`config.mk`:
```
export PLATFORM = sky130hd
export DESIGN_NAME = gic_slave
export DESIGN_NICKNAME = d
export VERILOG_FILES = /design/src/rtl/gic_pkg.sv /design/src/rtl/gic_nibble_shreg.sv /design/src/rtl/gic_slave.sv
export SDC_FILE = /design/constraint.sdc
export NUM_CORES = 1
export LEC_CHECK = 0
export ABC_AREA = 0
export CORE_AREA = 2 2 106 108
export CTS_CLUSTER_SIZE = 12
export DETAILED_ROUTE_END_ITERATION = 10
export DIE_AREA = 0 0 108 110
export DONT_BUFFER_PORTS = 1
export SLEW_MARGIN = 0
export SYNTH_ARGS = -nofsm -noshare
export SYNTH_HDL_FRONTEND = slang
export SYNTH_SLANG_ARGS = --single-unit
```
`constraint.sdc`:
```
create_clock -name sys_clk_i -period 2.9 [get_ports sys_clk_i]
set_input_delay 0.435 -clock sys_clk_i [delete_from_list [all_inputs] [get_ports sys_clk_i]]
set_output_delay 0.435 -clock sys_clk_i [all_outputs]
set_load 0.02 [all_outputs]
```
`src/rtl/gic_pkg.sv`:
```
// rtl/gic_pkg.sv - GIC slave command/status codes and frame state encoding
package gic_pkg;

  localparam logic [3:0] CMD_RD = 4'h1;
  localparam logic [3:0] CMD_WR = 4'h2;

  localparam logic [3:0] ST_ACK = 4'hA;
  localparam logic [3:0] ST_NAK = 4'hE;
  localparam logic [3:0] ST_TMO = 4'hF;

  localparam logic [3:0] ADDR_LAST = 4'd3;
  localparam logic [3:0] DATA_LAST = 4'd7;
  localparam logic [3:0] DATA_NIBS = 4'd8;

  typedef enum logic [2:0] {
    S_IDLE,
    S_ADDR,
    S_WDATA,
    S_BUS,
    S_RESP,
    S_DONE
  } gic_state_e;

endpackage

```
`src/rtl/gic_nibble_shreg.sv`:
```
// rtl/gic_nibble_shreg.sv - 32-bit nibble shift register with parallel load
module gic_nibble_shreg (
  input  logic        clk,
  input  logic        rst,
  input  logic        load,
  input  logic [31:0] load_data,
  input  logic        shift,
  input  logic [3:0]  nib_in,
  output logic [31:0] data,
  output logic [3:0]  nib_out
);

  always_ff @(posedge clk) begin
    if (rst) begin
      data <= '0;
    end else if (load) begin
      data <= load_data;
    end else if (shift) begin
      data <= {data[27:0], nib_in};
    end
  end

  // MSB nibble leaves first, so one register serves both shift-in and shift-out
  assign nib_out = data[31:28];

endmodule

```
`src/rtl/gic_slave.sv`:
```
// rtl/gic_slave.sv - GIC nibble-serial slave bridging frames onto a local bus
module gic_slave
  import gic_pkg::*;
#(
  parameter logic [7:0] TIMEOUT = 8'd255
) (
  input  logic        sys_clk_i,
  input  logic        sys_rst_i,
  input  logic        gic_cs_i,
  input  logic [3:0]  gic_dat_i,
  output logic [3:0]  gic_dat_o,
  output logic [15:0] bus_adr_o,
  output logic [31:0] bus_dat_o,
  output logic        bus_we_o,
  output logic        bus_stb_o,
  input  logic [31:0] bus_dat_i,
  input  logic        bus_ack_i
);

  gic_state_e  state;
  logic [3:0]  nib_cnt;
  logic [7:0]  tmo_cnt;
  logic        is_wr;
  logic        rd_ok;
  logic        cs_lost;

  logic        sh_load;
  logic        sh_shift;
  logic [3:0]  sh_nib_in;
  logic [31:0] sh_data;
  logic [3:0]  sh_nib_out;
  logic        bus_done;
  logic        rsp_data;

  assign bus_done = bus_ack_i || (tmo_cnt == (TIMEOUT - 8'd1));
  assign rsp_data = rd_ok && (nib_cnt < DATA_NIBS);

  always_comb begin
    sh_load   = (state == S_BUS) && bus_ack_i;
    sh_shift  = 1'b0;
    sh_nib_in = gic_dat_i;
    if ((state == S_ADDR || state == S_WDATA) && gic_cs_i) begin
      sh_shift = 1'b1;
    end else if (state == S_RESP && gic_cs_i && rsp_data) begin
      sh_shift  = 1'b1;
      sh_nib_in = 4'h0;
    end
  end

  gic_nibble_shreg u_shreg (
    .clk       (sys_clk_i),
    .rst       (sys_rst_i),
    .load      (sh_load),
    .load_data (bus_dat_i),
    .shift     (sh_shift),
    .nib_in    (sh_nib_in),
    .data      (sh_data),
    .nib_out   (sh_nib_out)
  );

  always_ff @(posedge sys_clk_i) begin
    if (sys_rst_i) begin
      state     <= S_IDLE;
      nib_cnt   <= '0;
      tmo_cnt   <= '0;
      is_wr     <= 1'b0;
      rd_ok     <= 1'b0;
      cs_lost   <= 1'b0;
      gic_dat_o <= 4'h0;
      bus_adr_o <= '0;
      bus_dat_o <= '0;
      bus_we_o  <= 1'b0;
      bus_stb_o <= 1'b0;
    end else begin
      case (state)
        S_IDLE: begin
          gic_dat_o <= 4'h0;
          nib_cnt   <= '0;
          tmo_cnt   <= '0;
          rd_ok     <= 1'b0;
          cs_lost   <= 1'b0;
          if (gic_cs_i) begin
            if (gic_dat_i == CMD_RD || gic_dat_i == CMD_WR) begin
              is_wr <= (gic_dat_i == CMD_WR);
              state <= S_ADDR;
            end else begin
              gic_dat_o <= ST_NAK;
              state     <= S_RESP;
            end
          end
        end

        S_ADDR: begin
          if (!gic_cs_i) begin
            state <= S_IDLE;
          end else if (nib_cnt == ADDR_LAST) begin
            nib_cnt   <= '0;
            bus_adr_o <= {sh_data[11:0], gic_dat_i};
            if (is_wr) begin
              state <= S_WDATA;
            end else begin
              bus_we_o  <= 1'b0;
              bus_stb_o <= 1'b1;
              state     <= S_BUS;
            end
          end else begin
            nib_cnt <= nib_cnt + 4'd1;
          end
        end

        S_WDATA: begin
          if (!gic_cs_i) begin
            state <= S_IDLE;
          end else if (nib_cnt == DATA_LAST) begin
            nib_cnt   <= '0;
            bus_dat_o <= {sh_data[27:0], gic_dat_i};
            bus_we_o  <= 1'b1;
            bus_stb_o <= 1'b1;
            state     <= S_BUS;
          end else begin
            nib_cnt <= nib_cnt + 4'd1;
          end
        end

        S_BUS: begin
          tmo_cnt <= tmo_cnt + 8'd1;
          if (!gic_cs_i) cs_lost <= 1'b1;
          if (bus_done) begin
            bus_stb_o <= 1'b0;
            bus_we_o  <= 1'b0;
            tmo_cnt   <= '0;
            nib_cnt   <= '0;
            // An abandoned frame still completes the bus access but stays silent
            if (cs_lost || !gic_cs_i) begin
              state <= S_IDLE;
            end else begin
              gic_dat_o <= bus_ack_i ? ST_ACK : ST_TMO;
              rd_ok     <= bus_ack_i && !is_wr;
              state     <= S_RESP;
            end
          end
        end

        S_RESP: begin
          if (!gic_cs_i) begin
            gic_dat_o <= 4'h0;
            state     <= S_IDLE;
          end else if (rsp_data) begin
            gic_dat_o <= sh_nib_out;
            nib_cnt   <= nib_cnt + 4'd1;
          end else begin
            gic_dat_o <= 4'h0;
            state     <= S_DONE;
          end
        end

        S_DONE: begin
          gic_dat_o <= 4'h0;
          if (!gic_cs_i) state <= S_IDLE;
        end

        default: state <= S_IDLE;
      endcase
    end
  end

endmodule

```
==> results of run 1 <==
## cell usage in the layout, fill, tap and decap left out, drive strengths merged, types with 3 or more instances in the layout
master,Yosys,layout
a211oi,35,35
a21oi,61,61
a22oi,5,5
a311oi,8,8
buf,18,5
clkbuf,24,9
clkinv,0,3
dfxtp,104,104
ha,3,3
inv,3,6
mux2i,46,46
nand2,74,74
nand2b,7,7
nand3,13,13
nand3b,4,4
nor2,71,71
nor2b,8,8
nor3,5,5
o21a,3,3
o21ai,14,14
## critical path, stage by stage, from the launching register on
cell	delay, ps
dfxtp_1	710
xnor2_1	240
nand2b_1	290
nand3_4	490
a22oi_1	360
a211oi_1	100
## worst max path at each step
stage,endpoint,slack [ps]
after detailed placement,u_shreg.data[2],600
after global placement,u_shreg.data[0],670
after CTS,u_shreg.data[8],570
final,u_shreg.data[2],550
after global routing,u_shreg.data[2],340
after floorplan,u_shreg.data[4],1210
## area by class of cell
class,count,area [sq um],share of cell area (%)
clock buffer,9,123.9,2.572
clock inverter,7,63.81,1.325
inverter,3,11.26,0.2338
multi-input combinational,385,2285,47.44
sequential,104,2082,43.23
tap,140,175.2,3.637
timing repair buffer,5,75.07,1.559
## state kept, by name, indices dropped and copies added (netlist names)
signal	count
nib_cnt	4
bus_adr_o	16
bus_stb_o	1
cs_lost	1
state	3
gic_dat_o	4
bus_dat_o	32
is_wr	1
u_shreg.data	32
bus_we_o	1
rd_ok	1
tmo_cnt	8
## metrics by stage
step	total power, W	cell area (sq um)	hold WS (ps)	cells	worst slack [ps]
final	0.003189	4816	111.7	653	550.8
after global routing	0.003350	4816	100.2	653	337.6
after CTS	0.003212	4816	108.2	653	570.4
after detailed placement	0.002340	4628	463.6	637	603.5
after global placement	0.002320	4628	460.8	637	669.5
after floorplan	0.002292	4589	443.9	534	1208
## routing by layer
metal  GRT usage, %  wire length, um  up-vias
met5              0                0        -
met4          5.128              133        0
met3          7.113              998       16
met2          29.11             5087      103
met1          25.61             4996     1691
li1               -                -     1815
## cells by family after synthesis
family | after synthesis | share of synthesized area [%]
fa+ha+maj | 3 | 0.8180
xor+xnor | 3 | 0.5726
buf+inv | 45 | 4.907
mux | 47 | 10.28
flops | 104 | 45.37
compound gates | 133 | 18.05
simple gates | 199 | 20.01
## where the power goes
| group | internal, W | switching, W |
|---|---|---|
| Clock | 0.000329 | 0.000550 |
| Sequential | 0.00150 | 0.000155 |
| Combinational | 0.000282 | 0.000378 |
==> flow_metrics.py, run 1 <==
metrics = {
    "sta": {
        "period_minus_slack_ps": 2349,
        "worst_pin_slew_ps": 696.2,
        "final_max_slew_viol_count": 0,
        "final.setup.tns_ps": 0,
        "fmax_mhz": 425.7,
        "setup_viol": 0,
        "slew_headroom_pct": 53.52,
        "rsz0062_at_grt": "no",
        "hold_viol_final": 0,
        "skew_ps": 10.94,
        "min_period_over_period_pct": 81.01,
    },
    "synthesis": {
        "ys_ff_latch": 104,
        "synth_common_cells": "dfxtp_1 (104), nand2_1 (73), nor2_1 (71), a21oi_1 (61), mux2i_1 (46)",
        "synth_area_sq_um": 4589,
        "synthFlopType": "dfxtp_1",
        "ys_warn_count": 0,
        "synth_edf_count": 0,
        "yosysMostFrequentCell": "dfxtp_1",
        "yosysUniqueCellTypes": 47,
        "synth.avg_cell_area_sq_um": 8.594,
        "yosys-top-cells-area": "dfxtp_1 (45%), mux2i_1 (10%), a21oi_1 (6.7%)",
        "synthCells": 534,
        "yosysTopAreaCellShare_pct": 45.37,
        "ys_async_sr_fraction_pct": 0,
        "synth_seq_area_share_pct": 45.37,
        "yosysTopAreaCell": "dfxtp_1",
        "synth.net_count": 577,
    },
    "cts": {
        "cts.sinks": 104,
        "clock_path_buffers": 2,
        "clock_latency_ps": 380,
        "cts_tree": "built",
        "htreeDepth": 3,
        "clock-root-buffer": "clkbuf_8",
        "post_cts_buffers": 0,
        "hold_buffers": 0,
        "path_clk_slew_ps": 110,
        "post_cts_resized": 0,
        "cts_buffers": 9,
    },
    "die": {
        "die-area_sq_um": 11880,
        "num_rows": 38,
        "start_util_pct": 42.90,
        "die_h_um": 110,
        "fp.coreArea_sq_um": 10700,
        "io_pins": 94,
        "die_w_um": 108,
    },
    "outcome": {
        "outcome": "completed",
    },
    "detailed_routing": {
        "drtIter0Drc": 239,
        "routedWlPerCell_um": 17.18,
        "vias_per_cell": 5.551,
        "firstDrtPassIters": 4,
        "drcViolationCount": 0,
        "wl_um": 11220,
        "antenna_left": 0,
        "via_count": 3625,
    },
    "hold_path": {
        "hold_path_startpoint": "sys_rst_i",
        "hold_path_class": "in2reg",
        "min_path_cells": 1,
        "whs_endpoint": "gic_dat_o[1]",
    },
    "grt": {
        "grt_max_degree": 107,
        "grt_pass1_wl_um": 17870,
        "antenna_found_initial": 0,
        "grt_pass1_vias": 3510,
        "gr-usage-all-layers_pct": 19.11,
        "grt-ovfl-total": 0,
    },
    "worst_setup_path": {
        "critPathLaunch": "state[0]",
        "reg2reg_from": "state[0]",
        "crit_required_ps": 3140,
        "r2r_cells": 5,
        "cp_max_fo": 32,
        "worstReg2RegEnd": "u_shreg.data[2]",
        "cp-start-kind": "flop",
        "cp-end-kind": "flop",
        "cp_data_arrival_time_ps": 2590,
        "crit_type": "reg2reg",
        "rrSetupSlack_ps": 550,
    },
    "final_layout": {
        "fillCellCount": 1087,
        "num_antenna_cells": 0,
        "post-route-util_pct": 45.02,
        "drive_gt1_share_pct": 6.043,
        "fin_nets": 551,
        "syn_to_final_growth_pct": 4.935,
    },
    "flow_run": {
        "maxCapViolCount": 0,
    },
    "power": {
        "power.density_nw_per_um2": 662.2,
        "irDropWorstVdd_v": 0.0003387,
        "p_leak_nw": 1.838,
    },
    "place": {
        "gp_congestion": 0.8578,
        "hpwl_um": 7587,
        "port-buffer-count": 0,
    },
}
Note: power is estimated with default switching activity, not from simulation.
==> run 2: changes to the inputs <==
==> constraint.sdc (replaced) <==
create_clock -name sys_clk_i -period 2.1 [get_ports sys_clk_i]
set_input_delay 0.315 -clock sys_clk_i [delete_from_list [all_inputs] [get_ports sys_clk_i]]
set_output_delay 0.315 -clock sys_clk_i [all_outputs]
set_load 0.02 [all_outputs]
==> flow_metrics.py, run 2 (synthesis gave the netlist of run 1 again) <==
metrics = {
    "place": {
        "port-buffer-count": 0,
        "hpwl_um": 7899,
        "gp_congestion": 0.9097,
        "place_area_sq_um": 4711,
    },
    "power": {
        "finalPower_w": 0.004610,
        "intPower_w": 0.003067,
        "irDropWorstVdd_v": 0.0003475,
        "power.density_nw_per_um2": 928.8,
        "seq_power_share_pct": 48.5,
        "comb_power_share_pct": 24.8,
        "p_leak_nw": 1.922,
        "p_sw_share_pct": 33.47,
        "p_sw_w": 0.001543,
        "clkPwrFrac_pct": 26.7,
    },
    "sta": {
        "worst_pin_slew_ps": 1134,
        "period_minus_slack_ps": 1948,
        "final_max_slew_viol_count": 0,
        "slew_headroom_pct": 24.18,
        "whs_ps": 70.96,
        "fmax_mhz": 513.4,
        "hold_viol_final": 0,
        "setup_viol": 0,
        "min_period_over_period_pct": 92.75,
        "skew_ps": 8.813,
        "final.setup.tns_ps": 0,
        "rsz0062_at_grt": "no",
    },
    "cts": {
        "post_cts_buffers": 0,
        "htreeDepth": 3,
        "path_clk_slew_ps": 100,
        "cts_buffers": 9,
        "clock_path_buffers": 2,
        "cts.sinks": 104,
        "clock_latency_ps": 370,
        "cts_tree": "built",
        "clock-root-buffer": "clkbuf_8",
    },
    "grt": {
        "grt_max_degree": 43,
        "antenna_found_initial": 0,
        "grt_pass1_vias": 3684,
        "gr-usage-all-layers_pct": 21.24,
        "grt_pass1_wl_um": 19440,
        "grt-ovfl-total": 0,
    },
    "detailed_routing": {
        "drtIter0Drc": 256,
        "drcViolationCount": 0,
        "vias_per_cell": 5.631,
        "wl_um": 12210,
        "firstDrtPassIters": 7,
        "routedWlPerCell_um": 18.26,
        "via_count": 3767,
        "antenna_left": 0,
    },
    "hold_path": {
        "hold_path_class": "in2reg",
        "min_path_cells": 2,
    },
    "worst_setup_path": {
        "cp-end-kind": "flop",
        "path_cells": "buf_4 > and4bb_2 > o21ai_1 > buf_4 > nor2_1 > a31oi_1 > a311oi_1",
        "crit_type": "reg2reg",
        "cpMostUsedCell": "buf_4",
        "critical_path.max_stage_delay_ps": 500,
        "cp-start-kind": "flop",
        "cp_max_fo": 11,
        "cp_data_arrival_time_ps": 2230,
        "critPathSlowestCell": "dfxtp_1",
        "r2r_cells": 7,
        "crit_required_ps": 2380,
    },
    "die": {
        "start_util_pct": 42.90,
        "num_rows": 38,
        "die_h_um": 110,
        "die_w_um": 108,
        "die-area_sq_um": 11880,
        "fp.coreArea_sq_um": 10700,
        "io_pins": 94,
    },
    "final_layout": {
        "post-route-util_pct": 46.40,
        "top_regs": "bus_dat_o: 32 flops, u_shreg.data: 32 flops, bus_adr_o: 16 flops",
        "fin_nets": 567,
        "layout_common_cells": "dfxtp_1 (103), nand2_1 (72), nor2_1 (71), a21oi_1 (61), mux2i_1 (46)",
        "stdcell_area_sq_um": 4964,
        "num_antenna_cells": 0,
        "drive_gt1_share_pct": 8.129,
        "syn_to_final_growth_pct": 8.152,
        "final_common_cell": "dfxtp_1",
    },
    "outcome": {
        "outcome": "completed",
    },
    "flow_run": {
        "maxCapViolCount": 0,
    },
}
==> run 2: cell count changes in the layout (fill, tap and decap cells not counted), sizes merged <==
cell	before	now
clkinv	3	1
clkbuf	9	12
inv	6	5
dlygate4sd3	0	4
buf	5	17
==> run 2: critical path: cells and delay by family, from the launching register on <==
family	cells	cell delay, ps
compound gates	3	510
buf+inv	2	420
simple gates	2	430
flops	1	500
==> run 2: stage by stage <==
step | setup WS, ps | cells
after floorplan | 407.6 | 534
after global placement | 301.1 | 648
after detailed placement | 194.8 | 648
after CTS | 176.4 | 669
after global routing | 30.35 | 669
final | 152.3 | 669
==> run 2: worst paths after layout <==
| kind | to | slack [ps] | from |
|---|---|---|---|
| worst max register to register | tmo_cnt[6] | 150 | state[1] |
| worst max-delay path | tmo_cnt[6] | 150 | state[1] |
| worst min register to register | bus_dat_o[19] | 480 | u_shreg.data[15] |
| worst min-delay path | bus_dat_o[0] | 70 | gic_dat_i[0] |
==> run 2: what timing repair did <==
item                                    CTS  global route
endpoints found under the setup margin    0             1
hold buffers                              5             0
endpoints found under the hold margin    41             0
resized for setup                         0             1
==> run 2: final cells by class <==
cell class | count | area (sq um)
Fill cell | 1074 | 5734
Multi-Input combinational cell | 385 | 2285
Sequential cell | 104 | 2083
Timing Repair Buffer | 21 | 217.7
Tap cell | 140 | 175.2
Clock buffer | 12 | 155.1
Clock inverter | 4 | 36.28
Inverter | 3 | 11.26
==> run 2: metal layers <==
metal	part of all wire [%]	global-route usage (%)	vias up
met4	1.3	5.861	0
li1	-	-	1858
met1	44	27.97	1762
met3	8.4	5.820	15
met5	0	0	-
met2	46	34.41	132
==> run 2: power by group through the flow <==
stage | combinational [W] | clock (W) | sequential (W)
5_1_grt | 0.00127 | 0.00135 | 0.00226
6_report | 0.00115 | 0.00123 | 0.00223
4_1_cts | 0.00114 | 0.00127 | 0.00223
2_1_floorplan | 0.000961 | 0 | 0.00220
3_3_place_gp | 0.00109 | 0 | 0.00228
3_5_place_dp | 0.00109 | 0 | 0.00228
==> run 3: changes to the inputs <==
--- a/config.mk
+++ b/config.mk
@@ -10,7 +10,7 @@
 export CTS_CLUSTER_SIZE = 12
 export DETAILED_ROUTE_END_ITERATION = 10
 export DIE_AREA = 0 0 108 110
-export DONT_BUFFER_PORTS = 1
+export PLACE_DENSITY = 0.71
 export SLEW_MARGIN = 0
 export SYNTH_ARGS = -nofsm -noshare
 export SYNTH_HDL_FRONTEND = slang
==> flow_metrics.py, run 3 (synthesis gave the netlist of run 1 again) <==
metrics = {
    "cts": {
        "post_cts_buffers": 0,
        "cts.sinks": 104,
        "clock_path_buffers": 2,
        "clock-root-buffer": "clkbuf_8",
        "clock_latency_ps": 380,
        "htreeDepth": 3,
        "cts_tree": "built",
        "cts_buffers": 9,
        "path_clk_slew_ps": 100,
    },
    "power": {
        "p_leak_nw": 2.262,
        "seq_power_share_pct": 46.4,
        "p_sw_w": 0.001565,
        "irDropWorstVdd_v": 0.0004199,
        "p_sw_share_pct": 33.09,
        "intPower_w": 0.003166,
        "clkPwrFrac_pct": 26.2,
        "comb_power_share_pct": 27.5,
        "power.density_nw_per_um2": 804.3,
    },
    "die": {
        "die-area_sq_um": 11880,
        "fp.coreArea_sq_um": 10700,
        "io_pins": 94,
        "num_rows": 38,
        "die_w_um": 108,
        "die_h_um": 110,
        "start_util_pct": 42.90,
    },
    "detailed_routing": {
        "drtIter0Drc": 174,
        "drcViolationCount": 0,
        "antenna_left": 0,
        "firstDrtPassIters": 4,
        "via_count": 4084,
        "wl_um": 12150,
        "vias_per_cell": 5.367,
        "routedWlPerCell_um": 15.96,
    },
    "final_layout": {
        "final_common_cell": "dfxtp_1",
        "fin_nets": 659,
        "layout_common_cells": "dfxtp_1 (103), clkdlybuf4s50_1 (92), nand2_1 (72), nor2_1 (71), a21oi_1 (61)",
        "top_regs": "bus_dat_o: 32 flops, u_shreg.data: 32 flops, bus_adr_o: 16 flops",
        "fin_cells": 761,
        "drive_gt1_share_pct": 7.729,
        "syn_to_final_growth_pct": 28.16,
        "num_antenna_cells": 0,
    },
    "sta": {
        "hold_viol_final": 0,
        "min_period_over_period_pct": 93.00,
        "setup_slack_ps": 146.9,
        "skew_ps": 16.81,
        "rsz0062_at_grt": "no",
        "fmax_mhz": 512.0,
        "slew_headroom_pct": 55.03,
        "setup_viol": 0,
        "worst_pin_slew_ps": 669.4,
        "period_minus_slack_ps": 1953,
        "final_max_slew_viol_count": 0,
    },
    "worst_setup_path": {
        "worstReg2RegEnd": "bus_we_o",
        "reg2reg_from": "state[1]",
        "crit_type": "reg2reg",
        "r2r_cells": 6,
        "rrSetupSlack_ps": 150,
        "cp-start-kind": "flop",
        "cp_max_fo": 11,
        "crit_required_ps": 2400,
        "cp-end-kind": "flop",
        "cp_data_arrival_time_ps": 2250,
    },
    "outcome": {
        "outcome": "completed",
    },
    "hold_path": {
        "min_path_cells": 2,
        "hold_path_startpoint": "sys_rst_i",
        "hold_path_class": "in2reg",
        "whs_endpoint": "bus_adr_o[4]",
    },
    "grt": {
        "grt_pass1_wl_um": 19650,
        "grt_pass1_vias": 3855,
        "antenna_found_initial": 0,
        "grt-ovfl-total": 0,
        "gr-usage-all-layers_pct": 20.92,
        "grt_max_degree": 51,
    },
    "place": {
        "gp_congestion": 0.8743,
        "hpwl_um": 8586,
        "placed_cells": 745,
        "port-buffer-count": 93,
        "preCtsSetupSlack_ps": -21.04,
    },
    "flow_run": {
        "maxCapViolCount": 0,
    },
}
run 3: cell count changes in the layout (fill, tap and decap cells not counted), sizes merged:
| cell | before | now |
|---|---|---|
| clkbuf | 12 | 11 |
| buf | 17 | 21 |
| clkinvlp | 1 | 0 |
| clkinv | 1 | 3 |
| clkdlybuf4s50 | 0 | 92 |
| dlygate4sd3 | 4 | 0 |
run 3: worst max-delay path, stage by stage, from the launching register on:
cell and delay (ps):
dfxtp_1 500, buf_4 230, and4bb_2 290, o21a_1 340, nor2_1 150, a21bo_2 250
a21oi_1 130
run 3: how the worst max path moves through the flow:
stage | slack [ps] | startpoint | end | cells after the start
3_5_place_dp | -20 | bus_ack_i | nib_cnt[3] | 6
5_1_grt | 10 | state[1] | bus_we_o | 6
4_1_cts | 80 | state[0] | bus_we_o | 6
6_report | 150 | state[1] | bus_we_o | 6
2_1_floorplan | 410 | state[0] | u_shreg.data[4] | 7
3_3_place_gp | 20 | bus_ack_i | nib_cnt[2] | 6
run 3: cell type report:
cell class,count,area [sq um]
Clock buffer,11,151.4
Fill cell,1007,4816
Timing Repair Buffer,113,1129
Sequential cell,104,2083
Tap cell,140,175.2
Clock inverter,5,47.55
Inverter,3,11.26
Multi-Input combinational cell,385,2285
run 3: metal layers:
layer | routed length, um | global-route usage [%] | vias to the layer above
met5 | 0 | 0 | -
met4 | 135 | 5.037 | 0
met3 | 789 | 7.349 | 10
met2 | 5753 | 33.42 | 92
met1 | 5467 | 27.25 | 1945
li1 | - | - | 2037
run 3: power by group through the flow:
| stage | combinational, W | sequential (W) | clock [W] |
|---|---|---|---|
| 6_report | 0.00130 | 0.00219 | 0.00124 |
| 5_1_grt | 0.00142 | 0.00221 | 0.00135 |
| 4_1_cts | 0.00130 | 0.00219 | 0.00127 |
| 3_5_place_dp | 0.00130 | 0.00224 | 0 |
| 3_3_place_gp | 0.00127 | 0.00224 | 0 |
| 2_1_floorplan | 0.000961 | 0.00220 | 0 |
run 3: timing repair:
action	CTS	global route
hold buffers	0	0
gates resized for setup	0	1
endpoints found under the setup margin	0	13
run 3: through the flow:
stage	TNS, ps	area [sq um]	util [%]	total power, W	hold slack [ps]
after floorplan	0	4589	-	0.003166	443.9
after global placement	0	5682	53.11	0.003509	445.4
after detailed placement	-21.04	5682	53.11	0.003532	449.0
after CTS	0	5881	54.97	0.004761	381.6
after global routing	0	5882	54.98	0.004978	399.3
final	0	5882	54.98	0.004731	392.1
